**src/rtl/multi_digit_counter.sv**
```systemverilog
// Multi-digit BCD up/down counter with debounced direction/run buttons
// and a multiplexed, active-low seven-segment display driver.

module multi_digit_counter #(
    parameter int DIGITS    = 4,
    parameter int TICK_DIV  = 100000000,
    parameter int DB_CYCLES = 1000000,
    parameter int SCAN_DIV  = 100000
) (
    input  logic                  clk,
    input  logic                  clr,
    input  logic                  btn_dir,
    input  logic                  btn_run,
    output logic [4*DIGITS-1:0]   bcd,
    output logic [6:0]            seg,
    output logic [DIGITS-1:0]     an,
    output logic                  dir,
    output logic                  running,
    output logic                  wrap
);

    localparam int PW = (TICK_DIV > 1) ? $clog2(TICK_DIV) : 1;
    localparam int DW = (DB_CYCLES > 1) ? $clog2(DB_CYCLES) : 1;
    localparam int SW = (SCAN_DIV > 1) ? $clog2(SCAN_DIV) : 1;
    localparam int IW = (DIGITS > 1) ? $clog2(DIGITS) : 1;

    localparam logic [PW-1:0] PRESC_LAST = PW'(TICK_DIV - 1);
    localparam logic [DW-1:0] DB_LAST    = DW'(DB_CYCLES - 1);
    localparam logic [SW-1:0] SCAN_LAST  = SW'(SCAN_DIV - 1);
    localparam logic [IW-1:0] IDX_LAST   = IW'(DIGITS - 1);

    function automatic logic [6:0] seg_decode(input logic [3:0] digit);
        logic [6:0] pattern;
        case (digit)
            4'd0:    pattern = 7'b1000000;
            4'd1:    pattern = 7'b1111001;
            4'd2:    pattern = 7'b0100100;
            4'd3:    pattern = 7'b0110000;
            4'd4:    pattern = 7'b0011001;
            4'd5:    pattern = 7'b0010010;
            4'd6:    pattern = 7'b0000010;
            4'd7:    pattern = 7'b1111000;
            4'd8:    pattern = 7'b0000000;
            4'd9:    pattern = 7'b0010000;
            default: pattern = 7'b1111111;
        endcase
        return pattern;
    endfunction

    // Bit 0 is the direction button, bit 1 the run button.
    logic [1:0] btn_raw;
    logic [1:0] press;

    assign btn_raw = {btn_run, btn_dir};

    for (genvar b = 0; b < 2; b++) begin : g_btn
        logic          sync_a;
        logic          sync_b;
        logic          level;
        logic          level_q;
        logic [DW-1:0] run_cnt;

        // A level flips only after DB_CYCLES consecutive disagreeing samples.
        always_ff @(posedge clk or negedge clr) begin
            if (!clr) begin
                sync_a  <= 1'b0;
                sync_b  <= 1'b0;
                level   <= 1'b0;
                level_q <= 1'b0;
                run_cnt <= '0;
            end else begin
                sync_a  <= btn_raw[b];
                sync_b  <= sync_a;
                level_q <= level;
                if (sync_b != level) begin
                    if (run_cnt == DB_LAST) begin
                        level   <= sync_b;
                        run_cnt <= '0;
                    end else begin
                        run_cnt <= run_cnt + DW'(1);
                    end
                end else begin
                    run_cnt <= '0;
                end
            end
        end

        assign press[b] = level & ~level_q;
    end

    logic [PW-1:0] presc;
    logic          tick;

    assign tick = (presc == PRESC_LAST);

    always_ff @(posedge clk or negedge clr) begin
        if (!clr) begin
            presc <= '0;
        end else begin
            presc <= tick ? '0 : presc + PW'(1);
        end
    end

    // Ripple the carry/borrow from digit 0; carry out of the top digit means wrap.
    logic [4*DIGITS-1:0] bcd_next;
    logic                carry;

    always_comb begin
        bcd_next = bcd;
        carry    = 1'b1;
        for (int i = 0; i < DIGITS; i++) begin
            if (carry) begin
                if (dir) begin
                    if (bcd[4*i +: 4] >= 4'd9) begin
                        bcd_next[4*i +: 4] = 4'd0;
                    end else begin
                        bcd_next[4*i +: 4] = bcd[4*i +: 4] + 4'd1;
                        carry              = 1'b0;
                    end
                end else begin
                    if (bcd[4*i +: 4] == 4'd0) begin
                        bcd_next[4*i +: 4] = 4'd9;
                    end else if (bcd[4*i +: 4] > 4'd9) begin
                        bcd_next[4*i +: 4] = 4'd9;
                        carry              = 1'b0;
                    end else begin
                        bcd_next[4*i +: 4] = bcd[4*i +: 4] - 4'd1;
                        carry              = 1'b0;
                    end
                end
            end
        end
    end

    always_ff @(posedge clk or negedge clr) begin
        if (!clr) begin
            bcd     <= '0;
            wrap    <= 1'b0;
            dir     <= 1'b1;
            running <= 1'b1;
        end else begin
            wrap <= 1'b0;
            if (tick && running) begin
                bcd  <= bcd_next;
                wrap <= carry;
            end
            dir     <= dir ^ press[0];
            running <= running ^ press[1];
        end
    end

    logic [SW-1:0] scan_cnt;
    logic [IW-1:0] scan_idx;
    logic [3:0]    cur_digit;

    always_comb begin
        cur_digit = 4'd0;
        for (int i = 0; i < DIGITS; i++) begin
            if (scan_idx == IW'(i)) begin
                cur_digit = bcd[4*i +: 4];
            end
        end
    end

    // an and seg are registered together so they always describe the same digit.
    always_ff @(posedge clk or negedge clr) begin
        if (!clr) begin
            scan_cnt <= '0;
            scan_idx <= '0;
            an       <= ~DIGITS'(1);
            seg      <= 7'b1000000;
        end else begin
            if (scan_cnt == SCAN_LAST) begin
                scan_cnt <= '0;
                scan_idx <= (scan_idx == IDX_LAST) ? '0 : scan_idx + IW'(1);
            end else begin
                scan_cnt <= scan_cnt + SW'(1);
            end
            an  <= ~(DIGITS'(1) << scan_idx);
            seg <= seg_decode(cur_digit);
        end
    end

endmodule

```
**config.mk**
```make
export PLATFORM = sky130hd
export DESIGN_NAME = multi_digit_counter
export DESIGN_NICKNAME = d
export VERILOG_FILES = /design/src/rtl/multi_digit_counter.sv
export SDC_FILE = /design/constraint.sdc
export NUM_CORES = 1
export LEC_CHECK = 0
export ABC_AREA = 1
export CAP_MARGIN = 40
export CORE_AREA = 2 2 114 116
export DETAILED_ROUTE_END_ITERATION = 16
export DIE_AREA = 0 0 116 118
export GPL_ROUTABILITY_DRIVEN = 0
export GPL_TIMING_DRIVEN = 1
export PLACE_DENSITY_LB_ADDON = 0.25
export SETUP_SLACK_MARGIN = 0.3
export SYNTH_ARGS = -nofsm -noshare
export SYNTH_HDL_FRONTEND = slang
export SYNTH_SLANG_ARGS = --single-unit
```
**constraint.sdc**
```tcl
create_clock -name clk -period 2.4 [get_ports clk]
set_clock_uncertainty 0.05 [all_clocks]
set_input_delay 0.72 -clock clk [delete_from_list [all_inputs] [get_ports clk]]
set_output_delay 0.72 -clock clk [all_outputs]
set_load 0.02 [all_outputs]
```
# Word level (Yosys, flattened, before mapping)
# Memories as Yosys holds them, arrays and structs flattened. A register that Yosys moved wholly into a read port is not among the register bits.
# Cells that the tools add are included.
# classes
add_sub_neg	13
magnitude_cmp	8
eq_ne	9
shift	1
mux	43
n_bitwise	7
reduce_logical	12
# op_table
cell	n
$mux 20	4
$mux 4	20
$add 20x1->20 const B	2
$eq 20x20->1 const B	2
$add 27x1->27 const B	1
$eq 27x27->1 const B	1
$mux 27	1
$add 17x1->17 const B	1
$eq 17x17->1 const B	1
$mux 17	1
$add 4x1->4 const B	4
$ge 4x4->1 const B	4
$gt 4x4->1 const B	4
$logic_not 4->1	4
$mux 1	16
$sub 4x1->4 const B	4
$reduce_and 2->1	5
$eq 2x2->1 const B	2
$not 4->4	1
$shl 1x2->4 const A	1
$add 2x1->2 const B	1
$and 1x1->1	2
$eq 2x1->1 const B	1
$logic_not 2->1	1
6 further kinds	9
# word_totals
register_bits	117
romBits	112
output_inout_bits	30
word_cells	115
n_memories	1
# memory_table
name	words	word_bits	rd	rd_ports_with_merged_regs	wr	line_no	text
(name not given)	16	7	1	1	0	34	case (digit)

# Longest topological paths before layout
# Gate-level depths: netlist of run 1.
# depth
depth_word	7
mapped_depth	13

# Worst setup path after synthesis of run 1
# OpenSTA, ideal clock, no wires.
# synth_timing
path_type	reg2reg
startpoint	register scan_idx[0]
endpoint	register seg[4]
setup_ns	0.068
arrival_time_ns	1.780
required_time_ns	2.282
slack_ns	0.501
stages_incl_launch_ff	11
synth_period_minus_slack_ns	1.899
cell_sequence	dfrtp_1 -> ha_1 -> inv_1 -> nand3_1 -> o211ai_1 -> nand2_1 -> o21ai_0 -> inv_1 -> ha_1 -> or2_2 -> nand3_1
# synth_via
elab_chain_cells	5
word_cells_on_any_way	8
# synth_rtl
element	line_no	text
start: declaration	153	logic [IW-1:0] scan_idx;
start signal: assignment	175	scan_idx <= (scan_idx == IDX_LAST) ? '0 : scan_idx + IW'(1);
$logic_not 2->1	159	if (scan_idx == IW'(i)) begin
$mux 4 (3 in series)	159	
$mux 4 *	159	
end: declaration	15	output logic [6:0] seg,
# Every way passes the cells marked *; elsewhere a longest branch is shown, timed or not.
# A chain may end at the register's enable or synchronous reset.

# Final worst setup path of run 1
# layout_timing
startpoint	register an[1]
endpoint	output port an[1]
# layout_rtl
element	line_no	text
start: declaration	16	output logic [DIGITS-1:0] an,
start signal: assignment	170	an <= ~DIGITS'(1);
start signal: assignment	179	an <= ~(DIGITS'(1) << scan_idx);
# No word-level cell between the ends.

==> flow_metrics.tcl, run 1 <==
set metrics [dict create \
    outcome "completed" \
    numCtsBuffers 17 \
    drive_gt1_share_pct 9.16 \
    setup-violations-final 0 \
    rsz0062_at_grt "true" \
    clk_pin_slew_worst_paths_ns 0.06 \
    fmax_ghz 0.489 \
    die_h_um 118 \
    cts_setup_buffers 0 \
    num_rows 41 \
    power_frac_seq_pct 42.6 \
    start_kind "flip-flop" \
    syn_nets 980 \
    fin_crit_sh_pct 85.2 \
    ys_types 38 \
    leakagePower_nw 4.06 \
    area_delta_synth_final_pct 16.2 \
    slowest_stage "dfstp_2" \
    switching_power_mw 1.07 \
    port_buffers 33 \
    critical_path_arrival_ns 1.28 \
    yosysWarnings 0 \
    drtPass1Iterations 5 \
    hold_buffers 0 \
    num_vias 6094 \
    cts_tree "yes" \
    critical_path_depth 1 \
    layout_common_cells "nand2_1 (217), nor2_1 (145), inv_1 (133)" \
    ff2ff_path_depth 10 \
    synth_area_per_cell_um2 7.59 \
    ir_worst_vdd_mv 0.541 \
    design_area_um2 8380 \
    fin_crit_ns 2.05 \
    htreeDepth 4 \
    avgRoutedWirePerCell_um 12.6 \
    first_iter_violations 496 \
    critPathTopFamily "flip-flops" \
    p_per_area_nw_per_um2 591 \
    fin_tns_setup_ns 0 \
    root_buffer "clkbuf_16" \
    cap_violations 0 \
    hpwl_mm 10.6 \
    track_usage_pct 23.7 \
    initial_utilization_pct 58.1 \
    syn_inst 951 \
    ant_nets 0 \
    startpoint "an[1]$_DFF_PN1_" \
    wl_mm 15.0 \
    diodes 0 \
    reg2reg_to "bcd[9]$_DFFE_PN0P_" \
    min_path_type "input pin to asynchronous set/reset pin" \
    dpl_cell_area_um2 7770 \
    finalPower_mw 4.96 \
    remaining_drc_errors 0 \
    fin_ws_ns 0.355 \
    fin_util_pct 67.5 \
    end_kind "output pin" \
    crit_path_end "an[1]" \
    worstMarginPinSlew_ns 0.440 \
    comb_power_share_pct 1.7 \
    drv_slew 0 \
    vias_per_cell 5.13 \
    nNetsFinal 1031 \
    path_class "flip-flop to output pin" \
    antenna_found_initial 0 \
    slew_headroom_pct 70.5 \
    overflow 0 \
    grt_pass1_wl_mm 26.0 \
    grt_pass1_vias 5801 \
    pwr-share-clk_pct 55.7 \
    r2r_slack_ns 0.42 \
    p_int_mw 3.88 \
    grt_max_degree 69 \
    final_common_cell "nand2_1" \
    r2r-start "presc[0]$_DFF_PN0_" \
    hold_viol 0 \
    clk_path_buf_depth 2 \
    clk_latency_ns 0.42 \
    die-area_um2 13700 \
    ios 34 \
    required_ns 1.63 \
    place_ws_ns 0.291 \
    swShare_pct 21.7 \
    path_cells "dlygate4sd2_1" \
    critPathBufInv 1 \
    cts.sinks 124 \
    synth.cell_area_um2 7210 \
    yosys_register_bits 124 \
    die_width_um 116 \
    yosysSeqAreaShare_pct 43.1 \
    cpPeakStageDelay_ns 0.53 \
    cp_max_fo 1 \
    core_area_um2 12400 \
]
==> power by group through the flow <==
stage                     combinational (mW)  clock, mW  sequential, mW
after global placement                0.0876          0            2.15
after floorplan                       0.0278          0            2.15
final                                 0.0842       2.76            2.11
after CTS                             0.0884       2.81            2.11
after global routing                   0.100       2.91            2.11
after detailed placement              0.0884          0            2.15
==> cell usage after synthesis <==
| library cell | n | share of area, % |
|---|---|---|
| nor3_1 | 27 | 1.9 |
| xor2_1 | 39 | 4.7 |
| mux2i_1 | 1 | 0.14 |
| nor4_1 | 1 | 0.087 |
| a21oi_1 | 22 | 1.5 |
| nor2_8 | 1 | 0.28 |
| inv_1 | 133 | 6.9 |
| nor3_2 | 3 | 0.42 |
| o21ai_1 | 2 | 0.14 |
| o21ai_0 | 47 | 3.3 |
| nand2_2 | 6 | 0.52 |
| nor2_2 | 6 | 0.52 |
| o31ai_1 | 1 | 0.10 |
| inv_2 | 6 | 0.31 |
| or2_2 | 2 | 0.17 |
| buf_4 | 1 | 0.10 |
| o22ai_2 | 1 | 0.17 |
| buf_6 | 3 | 0.47 |
| a211oi_1 | 4 | 0.42 |
| a21o_1 | 1 | 0.10 |
| a31oi_1 | 1 | 0.087 |
| buf_2 | 2 | 0.14 |
| nor2_4 | 4 | 0.62 |
| nand3_2 | 7 | 0.97 |
| o211ai_1 | 1 | 0.10 |
| nor2_1 | 145 | 7.5 |
| nor3b_1 | 3 | 0.31 |
| nand4_1 | 19 | 1.6 |
| dfrtp_1 | 118 | 41 |
| nand2_1 | 218 | 11 |
| nand2_4 | 2 | 0.31 |
| dfstp_2 | 6 | 2.2 |
| nand3_1 | 80 | 5.5 |
| ha_1 | 25 | 4.3 |
| o21bai_1 | 1 | 0.10 |
| a22oi_1 | 1 | 0.10 |
| xnor2_1 | 10 | 1.2 |
| nor3_4 | 1 | 0.23 |
==> worst min-delay path by stage <==
| stage | endpoint | slack [ns] | cells after the start |
|---|---|---|---|
| after floorplan | g_btn[0].sync_b$_DFF_PN0_ | 0.28 | 0 |
| after global placement | g_btn[1].sync_b$_DFF_PN0_ | 0.28 | 0 |
| after detailed placement | g_btn[1].sync_b$_DFF_PN0_ | 0.29 | 0 |
| after CTS | g_btn[1].run_cnt[8]$_DFF_PN0_ | 0.26 | 2 |
| after global routing | g_btn[1].run_cnt[14]$_DFF_PN0_ | 0.27 | 2 |
| final | g_btn[1].run_cnt[8]$_DFF_PN0_ | 0.25 | 2 |
==> repair_timing <==
action | 4_1_cts | 5_1_grt
cloned | 0 | 0
gates resized for setup | 32 | 11
pin swaps | 0 | 1
endpoints found under the setup margin | 31 | 16
hold endpoints to repair | 0 | 0
==> stage by stage <==
| step | std cells | hold slack, ns |
|---|---|---|
| floorplan | 951 | 0.281 |
| detailed placement | 1155 | 0.286 |
| global route | 1187 | 0.269 |
| CTS | 1187 | 0.255 |
| global placement | 1155 | 0.283 |
| finish | 1187 | 0.247 |
==> metal layers <==
| layer | GRT usage [%] | up-vias | part of all wire, % |
|---|---|---|---|
| li1 | - | 3123 | - |
| met1 | 31.7 | 2793 | 47 |
| met2 | 36.3 | 154 | 46 |
| met3 | 6.75 | 24 | 5.1 |
| met4 | 9.30 | 0 | 1.7 |
| met5 | 0 | - | 0 |
==> flip-flops by register name, summed over array words and instances (netlist names) <==
register / flops
g_btn.sync_b: 2
g_btn.sync_a: 2
running: 1
scan_cnt: 17
presc: 27
bcd: 16
g_btn.level_q: 2
scan_idx: 2
an: 4
wrap: 1
dir: 1
g_btn.level: 2
g_btn.run_cnt: 40
seg: 7
==> kinds of logic after synthesis <==
logic type,synth area share [%]
AND/OR/NAND/NOR,32.4
buffers and inverters,7.94
flip-flops,43.1
AO/OA/AOI/OAI,6.12
XOR/XNOR,5.95
adder cells (fa/ha/maj),4.34
multiplexers,0.139
==> layout make-up <==
cell class | instances | area (um2)
clock buffers | 17 | 425
flip-flops and latches | 124 | 3120
fillers | 1045 | 4030
well taps | 172 | 215
multi-input cells | 682 | 3540
inverters | 139 | 522
repair buffers | 38 | 350
clock inverters | 15 | 211
Note: power is estimated with default switching activity, not from simulation.
==> run 2: changes to the inputs <==
- CORE_AREA: 2 2 114 116 -> 2 2 146 91
- DIE_AREA: 0 0 116 118 -> 0 0 148 93
- SLEW_MARGIN: unset -> 30
==> flow_metrics.tcl, run 2 (synthesized netlist as in run 1, its figures left out) <==
set metrics [dict create \
    die_h_um 93 \
    critPathTopFamily "flip-flops" \
    r2r-start "scan_idx[1]$_DFFE_PN0N_" \
    largest_register "g_btn.run_cnt" \
    reg2reg_to "seg[4]$_DFF_PN0_" \
    layout_common_cells "nand2_1 (217), nor2_1 (145), inv_1 (132)" \
    remaining_drc_errors 0 \
    ff2ff_path_depth 10 \
    cp_max_fo 9 \
    avgRoutedWirePerCell_um 13.4 \
    fmax_ghz 0.489 \
    ir_worst_vdd_mv 0.439 \
    required_ns 1.63 \
    start_kind "flip-flop" \
    ios 34 \
    rsz0062_at_grt "true" \
    critical_path_depth 1 \
    nNetsFinal 1032 \
    core_area_um2 12500 \
    clk_latency_ns 0.42 \
    reg.largest.list "g_btn.run_cnt: 40 flops, presc: 27 flops, scan_cnt: 17 flops" \
    numCtsBuffers 17 \
    fin_crit_sh_pct 85.2 \
    min_path_type "input pin to asynchronous set/reset pin" \
    antenna_found_initial 0 \
    startpoint "bcd[7]$_DFFE_PN0P_" \
    htreeDepth 4 \
    diodes 0 \
    setup-violations-final 0 \
    fin_tns_setup_ns 0 \
    grt_pass1_wl_mm 27.0 \
    vias_per_cell 5.20 \
    slew_headroom_pct 51.9 \
    drtPass1Iterations 5 \
    port_buffers 33 \
    hold_buffers 0 \
    cts_tree "yes" \
    fin_crit_ns 2.04 \
    crit_path_end "bcd[7]" \
    r2r_slack_ns 0.38 \
    switching_power_mw 1.09 \
    hpwl_mm 11.4 \
    swShare_pct 22.8 \
    die-area_um2 13800 \
    path_cells "dlygate4sd2_1" \
    hold_viol 0 \
    p_int_mw 3.70 \
    root_buffer "clkbuf_16" \
    comb_power_share_pct 1.8 \
    grt_pass1_vias 5632 \
    clk_path_buf_depth 2 \
    grt_max_degree 81 \
    worstMarginPinSlew_ns 0.715 \
    place_ws_ns 0.282 \
    largest_reg_flops 40 \
    p_per_area_nw_per_um2 574 \
    track_usage_pct 24.7 \
    critPathBufInv 1 \
    power_frac_seq_pct 44.1 \
    num_vias 6170 \
    cpPeakStageDelay_ns 0.48 \
    die_width_um 148 \
    drv_slew 0 \
    area_delta_synth_final_pct 15.7 \
    path_class "flip-flop to output pin" \
    leakagePower_nw 4.05 \
    slowest_stage "dfrtp_1" \
    fin_ws_ns 0.355 \
    num_rows 32 \
    wl_mm 15.9 \
    overflow 0 \
    end_kind "output pin" \
    pwr-share-clk_pct 54.1 \
    initial_utilization_pct 57.8 \
    cts.sinks 124 \
    first_iter_violations 517 \
    ant_nets 0 \
    drive_gt1_share_pct 9.25 \
    clk_pin_slew_worst_paths_ns 0.06 \
    outcome "completed" \
    fill_cells 1026 \
    final_common_cell "nand2_1" \
    cap_violations 0 \
    critical_path_arrival_ns 1.27 \
]
## run 2: cell type report
cell class                      count  area (um2)  area share (%)
Clock buffer                       18         439            5.26
Tap cell                          170         213            2.55
Clock inverter                     14         161            1.93
Timing Repair Buffer               39         353            4.23
Inverter                          139         522            6.25
Sequential cell                   124        3120            37.3
Multi-Input combinational cell    682        3540            42.4
## run 2: through the flow
stage | power, mW | std cells | hold slack [ns] | area [um2] | util (%)
final | 4.79 | 1186 | 0.218 | 8350 | 66.8
after detailed placement | 2.24 | 1153 | 0.289 | 7770 | 62.2
after floorplan | 2.17 | 951 | 0.281 | 7210 | -
after CTS | 4.82 | 1185 | 0.229 | 8330 | 66.7
after global placement | 2.24 | 1153 | 0.283 | 7770 | 62.2
after global routing | 4.94 | 1186 | 0.242 | 8350 | 66.8
## run 2: how the worst min path moves through the flow
stage / endpoint / cells past startpoint / startpoint / slack (ns)
6_report: g_btn[1].run_cnt[16]$_DFF_PN0_ / 2 / clr / 0.22
5_1_grt: g_btn[1].run_cnt[13]$_DFF_PN0_ / 2 / clr / 0.24
4_1_cts: g_btn[1].run_cnt[13]$_DFF_PN0_ / 2 / clr / 0.23
3_5_place_dp: g_btn[0].sync_b$_DFF_PN0_ / 0 / g_btn[0].sync_a$_DFF_PN0_ / 0.29
3_3_place_gp: g_btn[1].sync_b$_DFF_PN0_ / 0 / g_btn[1].sync_a$_DFF_PN0_ / 0.28
2_1_floorplan: g_btn[0].sync_b$_DFF_PN0_ / 0 / g_btn[0].sync_a$_DFF_PN0_ / 0.28
## run 2: power groups by stage
stage	logic (mW)	registers, mW	clock network [mW]
3_3_place_gp	0.0909	2.15	0
2_1_floorplan	0.0278	2.15	0
5_1_grt	0.102	2.11	2.73
4_1_cts	0.0931	2.11	2.62
6_report	0.0885	2.11	2.59
3_5_place_dp	0.0920	2.15	0
## run 2: per-layer routing
layer / GRT usage, % / vias up / routed length [um]
li1: - / 3132 / -
met1: 39.0 / 2806 / 8160
met2: 34.4 / 216 / 6440
met3: 4.49 / 16 / 1110
met4: 7.06 / 0 / 155
met5: 0 / - / 0
## run 2: timing repair
item | in CTS | in global routing
buffers inserted | 0 | 1
gates resized for setup | 32 | 13
setup endpoints to repair | 31 | 18
==> run 3: changes to the inputs <==
- SETUP_SLACK_MARGIN: 0.3 -> unset
==> flow_metrics.tcl, run 3 (synthesized netlist as in run 1, its figures left out) <==
set metrics [dict create \
    root_buffer "clkbuf_16" \
    num_rows 32 \
    numCtsBuffers 17 \
    core_area_um2 12500 \
    ios 34 \
    stdcell_count 1185 \
    rsz0062_at_grt "false" \
    largest_reg_flops 40 \
    final_common_cell "nand2_1" \
    drv_slew 0 \
    path_cells "clkdlybuf4s50_1" \
    grt_pass1_wl_mm 27.0 \
    first_iter_violations 565 \
    power_frac_seq_pct 44.1 \
    fill_cells 1028 \
    cts.sinks 124 \
    reg.largest.list "g_btn.run_cnt: 40 flops, presc: 27 flops, scan_cnt: 17 flops" \
    fin_crit_sh_pct 97.8 \
    slowest_stage "clkdlybuf4s50_1" \
    switching_power_mw 1.08 \
    comb_power_share_pct 1.9 \
    worstMarginPinSlew_ns 0.715 \
    hold_viol 0 \
    dp.cells 1153 \
    grt_pass1_vias 5633 \
    end_kind "output pin" \
    fmax_ghz 0.426 \
    p_per_area_nw_per_um2 572 \
    initial_utilization_pct 57.8 \
    fin_crit_ns 2.35 \
    outcome "completed" \
    multi_input_area_um2 3530 \
    path_class "flip-flop to output pin" \
    layout_common_cells "nand2_1 (218), nor2_1 (145), inv_1 (133)" \
    slew_headroom_pct 51.9 \
    required_ns 1.63 \
    fin_tns_setup_ns 0 \
    num_vias 6172 \
    ir_worst_vdd_mv 0.436 \
    hold_ws_ns 0.221 \
    critical_path_arrival_ns 1.58 \
    track_usage_pct 24.7 \
    critPathBufInv 1 \
    leakagePower_nw 3.97 \
    drive_gt1_share_pct 8.28 \
    overflow 0 \
    die_h_um 93 \
    min_path_type "input pin to asynchronous set/reset pin" \
    r2r_slack_ns 0.26 \
    largest_register "g_btn.run_cnt" \
    htreeDepth 4 \
    cap_violations 0 \
    p_int_mw 3.70 \
    clk_pin_slew_worst_paths_ns 0.06 \
    wl_mm 15.8 \
    clk_latency_ns 0.42 \
    start_kind "flip-flop" \
    cts_tree "yes" \
    hpwl_mm 11.4 \
    critPathTopFamily "buffers and inverters" \
    antenna_found_initial 0 \
    clk_path_buf_depth 2 \
    ant_nets 0 \
    nNetsFinal 1031 \
    grt_max_degree 81 \
    swShare_pct 22.7 \
    diodes 0 \
    cpPeakStageDelay_ns 0.68 \
    pwr-share-clk_pct 54.0 \
    area_delta_synth_final_pct 16.0 \
    vias_per_cell 5.21 \
    hold_buffers 0 \
    avgRoutedWirePerCell_um 13.3 \
    cp_max_fo 7 \
    remaining_drc_errors 0 \
    die_width_um 148 \
    drtPass1Iterations 7 \
    die-area_um2 13800 \
    port_buffers 33 \
    seqCellArea_um2 3110 \
    setup-violations-final 0 \
]
[run 3: cell count changes in the layout (fill, tap and decap cells not counted), sizes merged]
cell / previous run / this run
clkdlybuf4s50: 2 / 29
clkbuf: 20 / 18
dlymetal6s2s: 0 / 1
buf: 7 / 6
dlygate4sd2: 28 / 2
[run 3: what timing repair did]
action                     4_1_cts  5_1_grt
buffers inserted                 0        0
setup endpoints to repair        2        2
resized for setup                2        2
[run 3: final cells by class]
| type | instances | area share, % |
|---|---|---|
| clock buffers | 18 | 5.25 |
| clock inverters | 14 | 1.93 |
| inverters | 139 | 6.24 |
| multi-input cells | 682 | 42.2 |
| flip-flops and latches | 124 | 37.2 |
| well taps | 170 | 2.54 |
| repair buffers | 38 | 4.67 |
[run 3: metal layers]
layer | track usage, % | routed length, um | share of wire, %
met4 | 7.06 | 133 | 0.84
met3 | 4.49 | 1060 | 6.7
met2 | 34.4 | 6370 | 40
met5 | 0 | 0 | 0
met1 | 39.0 | 8200 | 52
[run 3: stage by stage]
stage	power (mW)	utilization, %	cell area, um2	setup WS (ns)
after detailed placement	2.24	62.2	7770	0.282
after CTS	4.82	67.0	8360	0.0343
final	4.79	67.0	8370	0.0534
after global placement	2.24	62.2	7770	0.366
after floorplan	2.17	-	7210	0.501
after global routing	4.94	67.0	8370	0.00404
[run 3: power groups by stage]
stage	registers (mW)	logic [mW]	clock network (mW)
2_1_floorplan	2.15	0.0278	0
3_3_place_gp	2.15	0.0909	0
3_5_place_dp	2.15	0.0920	0
4_1_cts	2.11	0.0931	2.62
5_1_grt	2.11	0.103	2.73
6_report	2.11	0.0889	2.58
[run 3: worst paths after layout]
| check | cells after the start | end | startpoint |
|---|---|---|---|
| max | 1 | bcd[0] | bcd[0]$_DFFE_PN0P_ |
| max reg2reg | 10 | seg[4]$_DFF_PN0_ | scan_idx[1]$_DFFE_PN0N_ |
| min reg2reg | 0 | g_btn[0].sync_b$_DFF_PN0_ | g_btn[0].sync_a$_DFF_PN0_ |
| min in group clk | 0 | g_btn[0].sync_b$_DFF_PN0_ | g_btn[0].sync_a$_DFF_PN0_ |
| min | 2 | g_btn[1].run_cnt[13]$_DFF_PN0_ | clr |
| max in group asynchronous | 2 | seg[6]$_DFF_PN1_ | clr |
